<file path="config.mk">
export PLATFORM = sky130hd
export DESIGN_NAME = fetch_ctrl
export DESIGN_NICKNAME = d
export VERILOG_FILES = /design/src/rtl/fetch_ctrl_pkg.sv /design/src/rtl/fetch_wait_timer.sv /design/src/rtl/fetch_ctrl.sv
export SDC_FILE = /design/constraint.sdc
export NUM_CORES = 1
export LEC_CHECK = 0
export CAP_MARGIN = 20
export CORE_ASPECT_RATIO = 0.7
export CORE_MARGIN = 3
export CORE_UTILIZATION = 38
export CTS_BUF_LIST = sky130_fd_sc_hd__clkbuf_16
export DETAILED_ROUTE_END_ITERATION = 7
export DONT_BUFFER_PORTS = 1
export PLACE_DENSITY = 0.57
export SETUP_SLACK_MARGIN = 0.1
export SLEW_MARGIN = 10
export SYNTH_ARGS = -nofsm -noshare
export SYNTH_HDL_FRONTEND = slang
export SYNTH_SLANG_ARGS = --single-unit
</file>
<file path="constraint.sdc">
create_clock -name CLK -period 3.7 [get_ports CLK]
set_clock_uncertainty 0.2 [all_clocks]
set_input_delay 0.74 -clock CLK [delete_from_list [all_inputs] [get_ports CLK]]
set_output_delay 0.74 -clock CLK [all_outputs]
set_load 0.01 [all_outputs]
</file>
<file path="src/rtl/fetch_ctrl_pkg.sv">
// Shared types and constants for the instruction-fetch controller.
// Holds the FSM state encoding and the PC mux select codes.
package fetch_ctrl_pkg;

    typedef enum logic [1:0] {
        S_RESET = 2'd0,
        S_FETCH = 2'd1,
        S_WAIT  = 2'd2,
        S_ERROR = 2'd3
    } state_t;

    localparam logic [1:0] SEL_SEQ   = 2'b00;
    localparam logic [1:0] SEL_REDIR = 2'b01;
    localparam logic [1:0] SEL_RST   = 2'b10;

endpackage

</file>
<file path="src/rtl/fetch_wait_timer.sv">
// Counts instruction-memory wait cycles and flags the cycle on which the
// MAX_WAIT-th consecutive not-ready wait cycle occurs.
module fetch_wait_timer #(
    parameter int MAX_WAIT = 15
) (
    input  logic CLK,
    input  logic RST,
    input  logic clear,
    input  logic inc,
    output logic expire
);

    localparam int W = (MAX_WAIT < 2) ? 1 : $clog2(MAX_WAIT + 1);

    logic [W-1:0] cnt_q;

    always_ff @(posedge CLK) begin
        if (RST || clear) begin
            cnt_q <= '0;
        end else if (inc && (cnt_q != W'(MAX_WAIT))) begin
            cnt_q <= cnt_q + 1'b1;
        end
    end

    // Fires on the wait cycle that would bring the count up to MAX_WAIT.
    assign expire = inc && (cnt_q == W'(MAX_WAIT - 1));

endmodule

</file>
<file path="src/rtl/fetch_ctrl.sv">
// Instruction-fetch controller: sequences PC updates, IF/ID control, redirects,
// load-use stalls and instruction-memory wait/timeout handling.
//
// state   | meaning
// S_RESET | one cycle loading the reset vector, flushing IF/ID
// S_FETCH | request outstanding, first cycle of a fetch
// S_WAIT  | memory not ready yet, PC frozen, timeout counting
// S_ERROR | memory timed out; sticky until RST
import fetch_ctrl_pkg::*;

module fetch_ctrl #(
    parameter int MAX_WAIT = 15,
    parameter int CNT_W    = 32
) (
    input  logic             CLK,
    input  logic             RST,
    input  logic             EX_MEM_PCSrc,
    input  logic [31:0]      EX_MEM_NPC,
    input  logic             hazard_stall,
    input  logic             imem_ready,
    output logic             imem_req,
    output logic [1:0]       pc_sel,
    output logic [31:0]      pc_target,
    output logic             pc_write,
    output logic             if_id_write,
    output logic             if_id_flush,
    output logic             imem_err,
    output logic [CNT_W-1:0] fetch_count
);

    state_t           state_q, state_d;
    logic             pend_q;
    logic [31:0]      tgt_q;
    logic [CNT_W-1:0] cnt_q;
    logic             err_q;

    logic busy, complete, redir, cnt_inc;
    logic timer_clear, timer_inc, expire;

    assign busy        = (state_q == S_FETCH) || (state_q == S_WAIT);
    assign complete    = busy && imem_ready;
    assign redir       = EX_MEM_PCSrc || pend_q;
    assign timer_clear = (state_q == S_FETCH) && !imem_ready;
    assign timer_inc   = (state_q == S_WAIT) && !imem_ready;

    fetch_wait_timer #(
        .MAX_WAIT(MAX_WAIT)
    ) u_timer (
        .CLK   (CLK),
        .RST   (RST),
        .clear (timer_clear),
        .inc   (timer_inc),
        .expire(expire)
    );

    always_ff @(posedge CLK) begin
        if (RST) begin
            state_q <= S_RESET;
            pend_q  <= 1'b0;
            tgt_q   <= '0;
            cnt_q   <= '0;
            err_q   <= 1'b0;
        end else begin
            state_q <= state_d;
            // A live target always overwrites the held one; completion consumes it.
            if (complete) begin
                pend_q <= 1'b0;
            end else if (EX_MEM_PCSrc && (state_q != S_ERROR)) begin
                pend_q <= 1'b1;
                tgt_q  <= EX_MEM_NPC;
            end
            if (cnt_inc) begin
                cnt_q <= cnt_q + 1'b1;
            end
            if (state_d == S_ERROR) begin
                err_q <= 1'b1;
            end
        end
    end

    always_comb begin
        state_d     = state_q;
        imem_req    = 1'b0;
        pc_sel      = SEL_SEQ;
        pc_write    = 1'b0;
        if_id_write = 1'b0;
        if_id_flush = 1'b0;
        cnt_inc     = 1'b0;

        case (state_q)
            S_RESET: begin
                pc_sel      = SEL_RST;
                pc_write    = 1'b1;
                if_id_flush = 1'b1;
                state_d     = S_FETCH;
            end
            S_FETCH, S_WAIT: begin
                imem_req = 1'b1;
                if (complete) begin
                    state_d = S_FETCH;
                    if (redir) begin
                        pc_sel      = SEL_REDIR;
                        pc_write    = 1'b1;
                        if_id_flush = 1'b1;
                    end else if (!hazard_stall) begin
                        pc_sel      = SEL_SEQ;
                        pc_write    = 1'b1;
                        if_id_write = 1'b1;
                        cnt_inc     = 1'b1;
                    end
                end else if (state_q == S_FETCH) begin
                    state_d = S_WAIT;
                end else if (expire) begin
                    state_d = S_ERROR;
                end
            end
            S_ERROR: begin
                state_d = S_ERROR;
            end
            default: begin
                state_d = S_RESET;
            end
        endcase

        if (RST) begin
            imem_req    = 1'b0;
            pc_sel      = SEL_SEQ;
            pc_write    = 1'b0;
            if_id_write = 1'b0;
            if_id_flush = 1'b0;
            cnt_inc     = 1'b0;
        end
    end

    assign pc_target   = RST ? 32'd0 : (EX_MEM_PCSrc ? EX_MEM_NPC : tgt_q);
    assign imem_err    = err_q && !RST;
    assign fetch_count = RST ? '0 : cnt_q;

endmodule

</file>
==> impl_metrics.csv, run 1 <==
group,metric,value,unit
timing,period_share,80.4,%
logic_synthesis,ys_types,38,
worst_setup_path,r2r-end,"cnt_q[28]",
timing,hold_violations,0,
floorplanning,die_w,126,µm
timing,drv_slew,0,
logic_synthesis,avgSynthCellArea,7.88,µm²
worst_setup_path,worst-setup-path-type,"register to output pin",
outcome,outcome,"completed",
worst_setup_path,crit_required,2760,ps
power,total_leakage_power,1.59,nW
placement,gp_congestion,0.784,
floorplanning,num_rows,29,
clock_network,cts_tree,"done",
worst_setup_path,worst_r2r_path_depth,7,
timing,relSlewSlack,53.4,%
route,drc,0,
timing,grt_setup_unrepaired,"false",
timing,worst_slack,724,ps
logic_synthesis,async_reset_ff_share,0,%
finish,multiInputGateArea,2190,µm²
clock_network,cts_max_level,3,
finish,register_area,1440,µm²
floorplanning,die_area,11300,µm²
finish,fin_cells,598,
logic_synthesis,synth.top_cell.area_share,37.8,%
global_routing,grt_pass1_vias,2813,
timing,clock.fmax,336,MHz
clock_network,clock_latency,330,ps
hold_path,holdCritPathClass,"register to register",
clock_network,clock_path_buffers,2,
finish,fill_cells,956,
clock_network,cts-resized-gates,0,
route,viasPerCell,5.35,
logic_synthesis,synthesis.nets,529,
logic_synthesis,synth_edf_count,0,
power,pwr-share-clk,44.0,%
power,combPwrFrac,8.2,%
placement,post-dp-hpwl,6.46,mm
worst_setup_path,crit_path_start_kind,"register",
worst_setup_path,cp.arrival,2040,ps
route,num_vias,3202,
hold_path,min_from,"tgt_q[24]",
logic_synthesis,synthTopCellsByArea,"dfxtp_1 38%, mux2i_1 8.4%, nand2_1 7.5%",
global_routing,grt.total_usage,16.2,%
placement,dp_slack,1070,ps
power,p_switching,0.410,mW
global_routing,grt_pass1_wl,15.1,mm
clock_network,cts_root_buffer,"clkbuf_16",
global_routing,grt_max_degree,137,
logic_synthesis,netlist.top_cell.by_area,"dfxtp_1",
clock_network,post_cts_buffers,0,
placement,place_inst,582,
global_routing,overflow,0,
power,pwr-share-seq,47.8,%
route,ant_nets,0,
route,wl_per_cell,15.5,µm
logic_synthesis,synth_flop_cell,"dfxtp_1",
finish,area_delta_synth_final,8.07,%
finish,n_antenna_cell,0,
job,cap_violations,0,
worst_setup_path,end_kind,"output pin",
finish,drive_gt1_share,6.75,%
logic_synthesis,synth_area,3820,µm²
hold_path,min_path_cells,2,
floorplanning,start_util,40.6,%
route,drt_wl_total,9.25,mm
clock_network,ctsHoldBuffers,0,
route,first_pass_iters,4,
worst_setup_path,rrSetupSlack,1050,ps
placement,numPortBuffers,0,
power,p_int,1.30,mW
timing,fin_setup_tns,0,ps
logic_synthesis,postSynthCellCount,484,
logic_synthesis,synth-seq-cells,72,
worst_setup_path,critPathMaxFanout,10,
route,drt_iter0_drc,241,
hold_path,hold_end,"tgt_q[24]",
timing,setup_viol,0,
logic_synthesis,yosys_warnings,0,
power,peakVddDrop,0.000215,V
finish,final_nets,514,
power,p_per_area,414,nW/µm²
timing,fin_crit,2980,ps
timing,worstMarginPinSlew,693,ps
worst_setup_path,r2r-start,"state_q[0]",
floorplanning,pin_count,108,
clock_network,cts_buffers,9,
clock_network,path_clk_slew,50,ps
floorplanning,core,9400,µm²
clock_network,cts_sinks,72,
power,switching_share,24.0,%
floorplanning,chipHeight,89.8,µm
logic_synthesis,yosysSeqAreaShare,37.8,%
global_routing,antenna_found_initial,0,
-- sequential cells by signal, summed over array words and instances (netlist names) --
signal and flops:
cnt_q 32, u_timer.cnt_q 4, pend_q 1, state_q 2, tgt_q 32, err_q 1
-- metrics by stage --
stage               instance area (µm²)  power (mW)  util, %  hold slack, ps
floorplan                          3820       0.973        -             236
global placement                   3870       0.970     41.2             235
detailed placement                 3870       0.974     41.2             241
CTS                                4120        1.74     43.9             249
global route                       4120        1.79     43.9             261
finish                             4120        1.71     43.9             251
-- how the worst max path moves through the flow --
stage	startpoint	to	depth (start not counted)
finish	state_q[0]	if_id_write	6
global route	state_q[0]	if_id_write	6
CTS	state_q[0]	if_id_write	6
detailed placement	state_q[0]	cnt_q[28]	7
global placement	state_q[0]	if_id_write	6
floorplan	RST	pc_target[22]	5
-- worst max-delay path, cell delays in order (launching register included) --
cell      delay, ps
dfxtp_1         390
inv_1           100
ha_1            390
nor4bb_1        300
buf_4           220
nand2_1         120
inv_1           190
-- power by group through the flow --
stage | clock, mW | sequential (mW) | combinational (mW)
after floorplan | 0 | 0.830 | 0.143
after global placement | 0 | 0.832 | 0.138
after detailed placement | 0 | 0.833 | 0.141
after CTS | 0.786 | 0.816 | 0.141
after global routing | 0.816 | 0.819 | 0.157
final | 0.751 | 0.817 | 0.140
-- cell type report --
class | instances | area share [%]
Sequential cell | 72 | 35.0
Tap cell | 124 | 3.76
Timing Repair Buffer | 3 | 0.546
Multi-Input combinational cell | 367 | 53.1
Clock buffer | 9 | 5.46
Clock inverter | 7 | 0.728
Inverter | 16 | 1.46
-- synth_stat cells (all sizes together), types with 4 or more instances --
cell type / instances
buf: 7
o21ai: 4
mux2: 17
nor3: 13
or3: 4
nand2: 76
and4: 5
nor2b: 25
dfxtp: 72
xor2: 5
clkbuf: 22
nor4: 10
xnor2: 6
nor2: 70
and3: 4
inv: 16
a21oi: 43
or4: 4
nand4: 13
mux2i: 32
ha: 8
nand3: 10
-- kinds of logic (layout without fill, tap and decap cells) --
| kind of cell | after synthesis | after routing | synth area share (%) |
|---|---|---|---|
| buffers and inverters | 45 | 35 | 4.85 |
| DFF | 72 | 72 | 37.8 |
| xor gates and xnor gates | 11 | 11 | 2.52 |
| muxes | 49 | 49 | 13.4 |
| and+or+nand+nor | 243 | 243 | 30.8 |
| AOI/OAI and AO/OA | 56 | 56 | 8.03 |
| adders and majority gates | 8 | 8 | 2.62 |
-- placed cells by master, fill, tap and decap left out, types with 8 or more instances in the layout --
cell	instances
dfxtp_1	72
nor2_1	70
a21oi_1	43
inv_1	17
nor3_1	13
nand4_1	12
clkbuf_16	9
nor4_1	10
nand2_1	76
ha_1	8
mux2_2	13
nand3_1	10
mux2i_1	32
nor2b_1	25
-- layer usage --
| metal | wire (µm) | vias up | GRT usage, % |
|---|---|---|---|
| met5 | 0 | - | 0 |
| met4 | 41 | 0 | 3.13 |
| met3 | 665 | 5 | 7.11 |
| met2 | 4050 | 90 | 23.0 |
| met1 | 4490 | 1475 | 22.8 |
| li1 | - | 1632 | - |
Note: power is estimated with default switching activity, not from simulation.
==> run 2: changes to the inputs <==
==> constraint.sdc (replaced) <==
create_clock -name CLK -period 3.1 [get_ports CLK]
set_clock_uncertainty 0.2 [all_clocks]
set_input_delay 0.62 -clock CLK [delete_from_list [all_inputs] [get_ports CLK]]
set_output_delay 0.62 -clock CLK [all_outputs]
set_load 0.01 [all_outputs]
==> impl_metrics.csv, run 2 (synthesis results as in run 1) <==
group,metric,value,unit
finish,top_regs,"cnt_q: 32 flops, tgt_q: 32 flops, u_timer.cnt_q: 4 flops",
clock_network,ctsHoldBuffers,0,
power,switching_share,21.5,%
finish,drive_gt1_share,7.81,%
route,viasPerCell,5.38,
worst_setup_path,worst-setup-path-type,"register to output pin",
finish,layout_common_cells,"76 x nand2_1, 72 x dfxtp_1, 70 x nor2_1",
clock_network,post_cts_buffers,0,
hold_path,holdCritPathClass,"input port to register",
timing,relSlewSlack,50.1,%
worst_setup_path,crit_required,2280,ps
floorplanning,num_rows,29,
global_routing,grt.total_usage,16.2,%
clock_network,cts_tree,"done",
worst_setup_path,critPathMaxFanout,10,
global_routing,grt_max_degree,137,
timing,worstMarginPinSlew,742,ps
outcome,outcome,"completed",
clock_network,cts_max_level,3,
global_routing,grt_pass1_wl,14.9,mm
timing,hold_violations,0,
clock_network,path_clk_slew,60,ps
finish,n_antenna_cell,0,
floorplanning,pin_count,108,
job,cap_violations,0,
worst_setup_path,path_delay_family,"buffers and inverters",
power,peakVddDrop,0.000318,V
clock_network,cts_sinks,72,
power,total_leakage_power,1.63,nW
floorplanning,start_util,40.6,%
worst_setup_path,crit_path_start_kind,"register",
placement,gp_congestion,0.817,
placement,numPortBuffers,0,
power,combPwrFrac,7.0,%
floorplanning,chipHeight,89.8,µm
worst_setup_path,cp_slowest_cell,"dfxtp_1",
timing,setup_viol,0,
power,pwr-share-clk,52.5,%
global_routing,overflow,0,
worst_setup_path,worstPathCellList,"inv_1, ha_1, nor4bb_2, buf_4, nand2_1, inv_2",
global_routing,grt_pass1_vias,2791,
timing,clock.fmax,352,MHz
placement,post-dp-hpwl,6.46,mm
timing,grt_setup_unrepaired,"false",
clock_network,clock_latency,330,ps
route,first_pass_iters,4,
finish,register_area,1440,µm²
power,p_int,1.89,mW
finish,multiInputGateArea,2200,µm²
finish,fill_cells,938,
timing,fin_setup_tns,0,ps
power,p_switching,0.517,mW
worst_setup_path,end_kind,"output pin",
route,num_vias,3215,
clock_network,cts_root_buffer,"clkbuf_16",
timing,period_share,91.6,%
timing,fin_crit,2840,ps
clock_network,cts_buffers,9,
clock_network,clock_path_buffers,2,
floorplanning,die_w,126,µm
worst_setup_path,cp.arrival,2020,ps
route,drt_iter0_drc,187,
finish,mostFrequentLayoutCell,"nand2_1",
clock_network,cts-resized-gates,0,
floorplanning,die_area,11300,µm²
floorplanning,core,9400,µm²
power,fin_total_pwr,2.40,mW
finish,final_nets,514,
route,ant_nets,0,
route,drt_wl_total,9.32,mm
timing,whs,161,ps
worst_setup_path,path_buf_inv,3,
global_routing,antenna_found_initial,0,
route,wl_per_cell,15.6,µm
route,drc,0,
timing,drv_slew,0,
power,pwr-share-seq,40.5,%
finish,final_util,45.1,%
worst_setup_path,cpPeakStageDelay,400,ps
power,p_per_area,568,nW/µm²
finish,area_delta_synth_final,11.0,%
==> run 2: cell count changes in the layout (fill, tap and decap cells not counted) <==
| cell | previous run | this run |
|---|---|---|
| nor4bb_2 | 0 | 1 |
| clkinv_2 | 3 | 2 |
| inv_1 | 17 | 15 |
| clkinv_1 | 3 | 1 |
| bufinv_16 | 0 | 4 |
| nor4bb_1 | 3 | 2 |
| inv_2 | 0 | 1 |
==> run 2: cell type report <==
cell class	instances	area share [%]
clock inverters	7	3.16
clock buffers	9	5.32
repair buffers	3	0.532
well taps	124	3.66
multi-input cells	367	51.9
inverters	16	1.42
flip-flops and latches	72	34.0
==> run 2: path summary, 6_finish.rpt <==
check / startpoint / endpoint / slack, ps / depth (start not counted)
min reg2reg: tgt_q[2] / tgt_q[2] / 250 / 2
min: RST / cnt_q[20] / 160 / 1
max reg2reg: state_q[0] / cnt_q[28] / 410 / 7
max: state_q[0] / if_id_write / 260 / 6
==> run 2: worst reg2reg max path: stages, from the launching register on <==
cell      delay [ps]
dfxtp_1          400
inv_1            100
ha_1             390
nor4bb_2         320
buf_4            210
nand4_1          250
nor4_1           340
mux2_2           370
==> run 2: power groups by stage <==
stage | combinational, mW | clock (mW) | sequential (mW)
floorplan | 0.171 | 0 | 0.990
global placement | 0.165 | 0 | 0.993
detailed placement | 0.169 | 0 | 0.994
CTS | 0.169 | 1.29 | 0.974
global route | 0.188 | 1.34 | 0.978
finish | 0.168 | 1.26 | 0.974
==> run 2: metrics by stage <==
| step | area (µm²) | cells | setup slack, ps |
|---|---|---|---|
| 3_5_place_dp | 3870 | 582 | 388 |
| 6_report | 4230 | 598 | 260 |
| 4_1_cts | 4230 | 598 | 192 |
| 2_1_floorplan | 3820 | 484 | 433 |
| 3_3_place_gp | 3870 | 582 | 560 |
| 5_1_grt | 4230 | 598 | 107 |
==> run 2: routing by layer <==
| metal | track usage (%) | part of all wire [%] | vias up | wire [µm] |
|---|---|---|---|---|
| met3 | 7.05 | 7.5 | 8 | 699 |
| met5 | 0 | 0 | - | 0 |
| met1 | 23.0 | 48 | 1486 | 4470 |
| li1 | - | - | 1630 | - |
| met4 | 4.02 | 0.94 | 0 | 88 |
| met2 | 22.4 | 44 | 91 | 4060 |
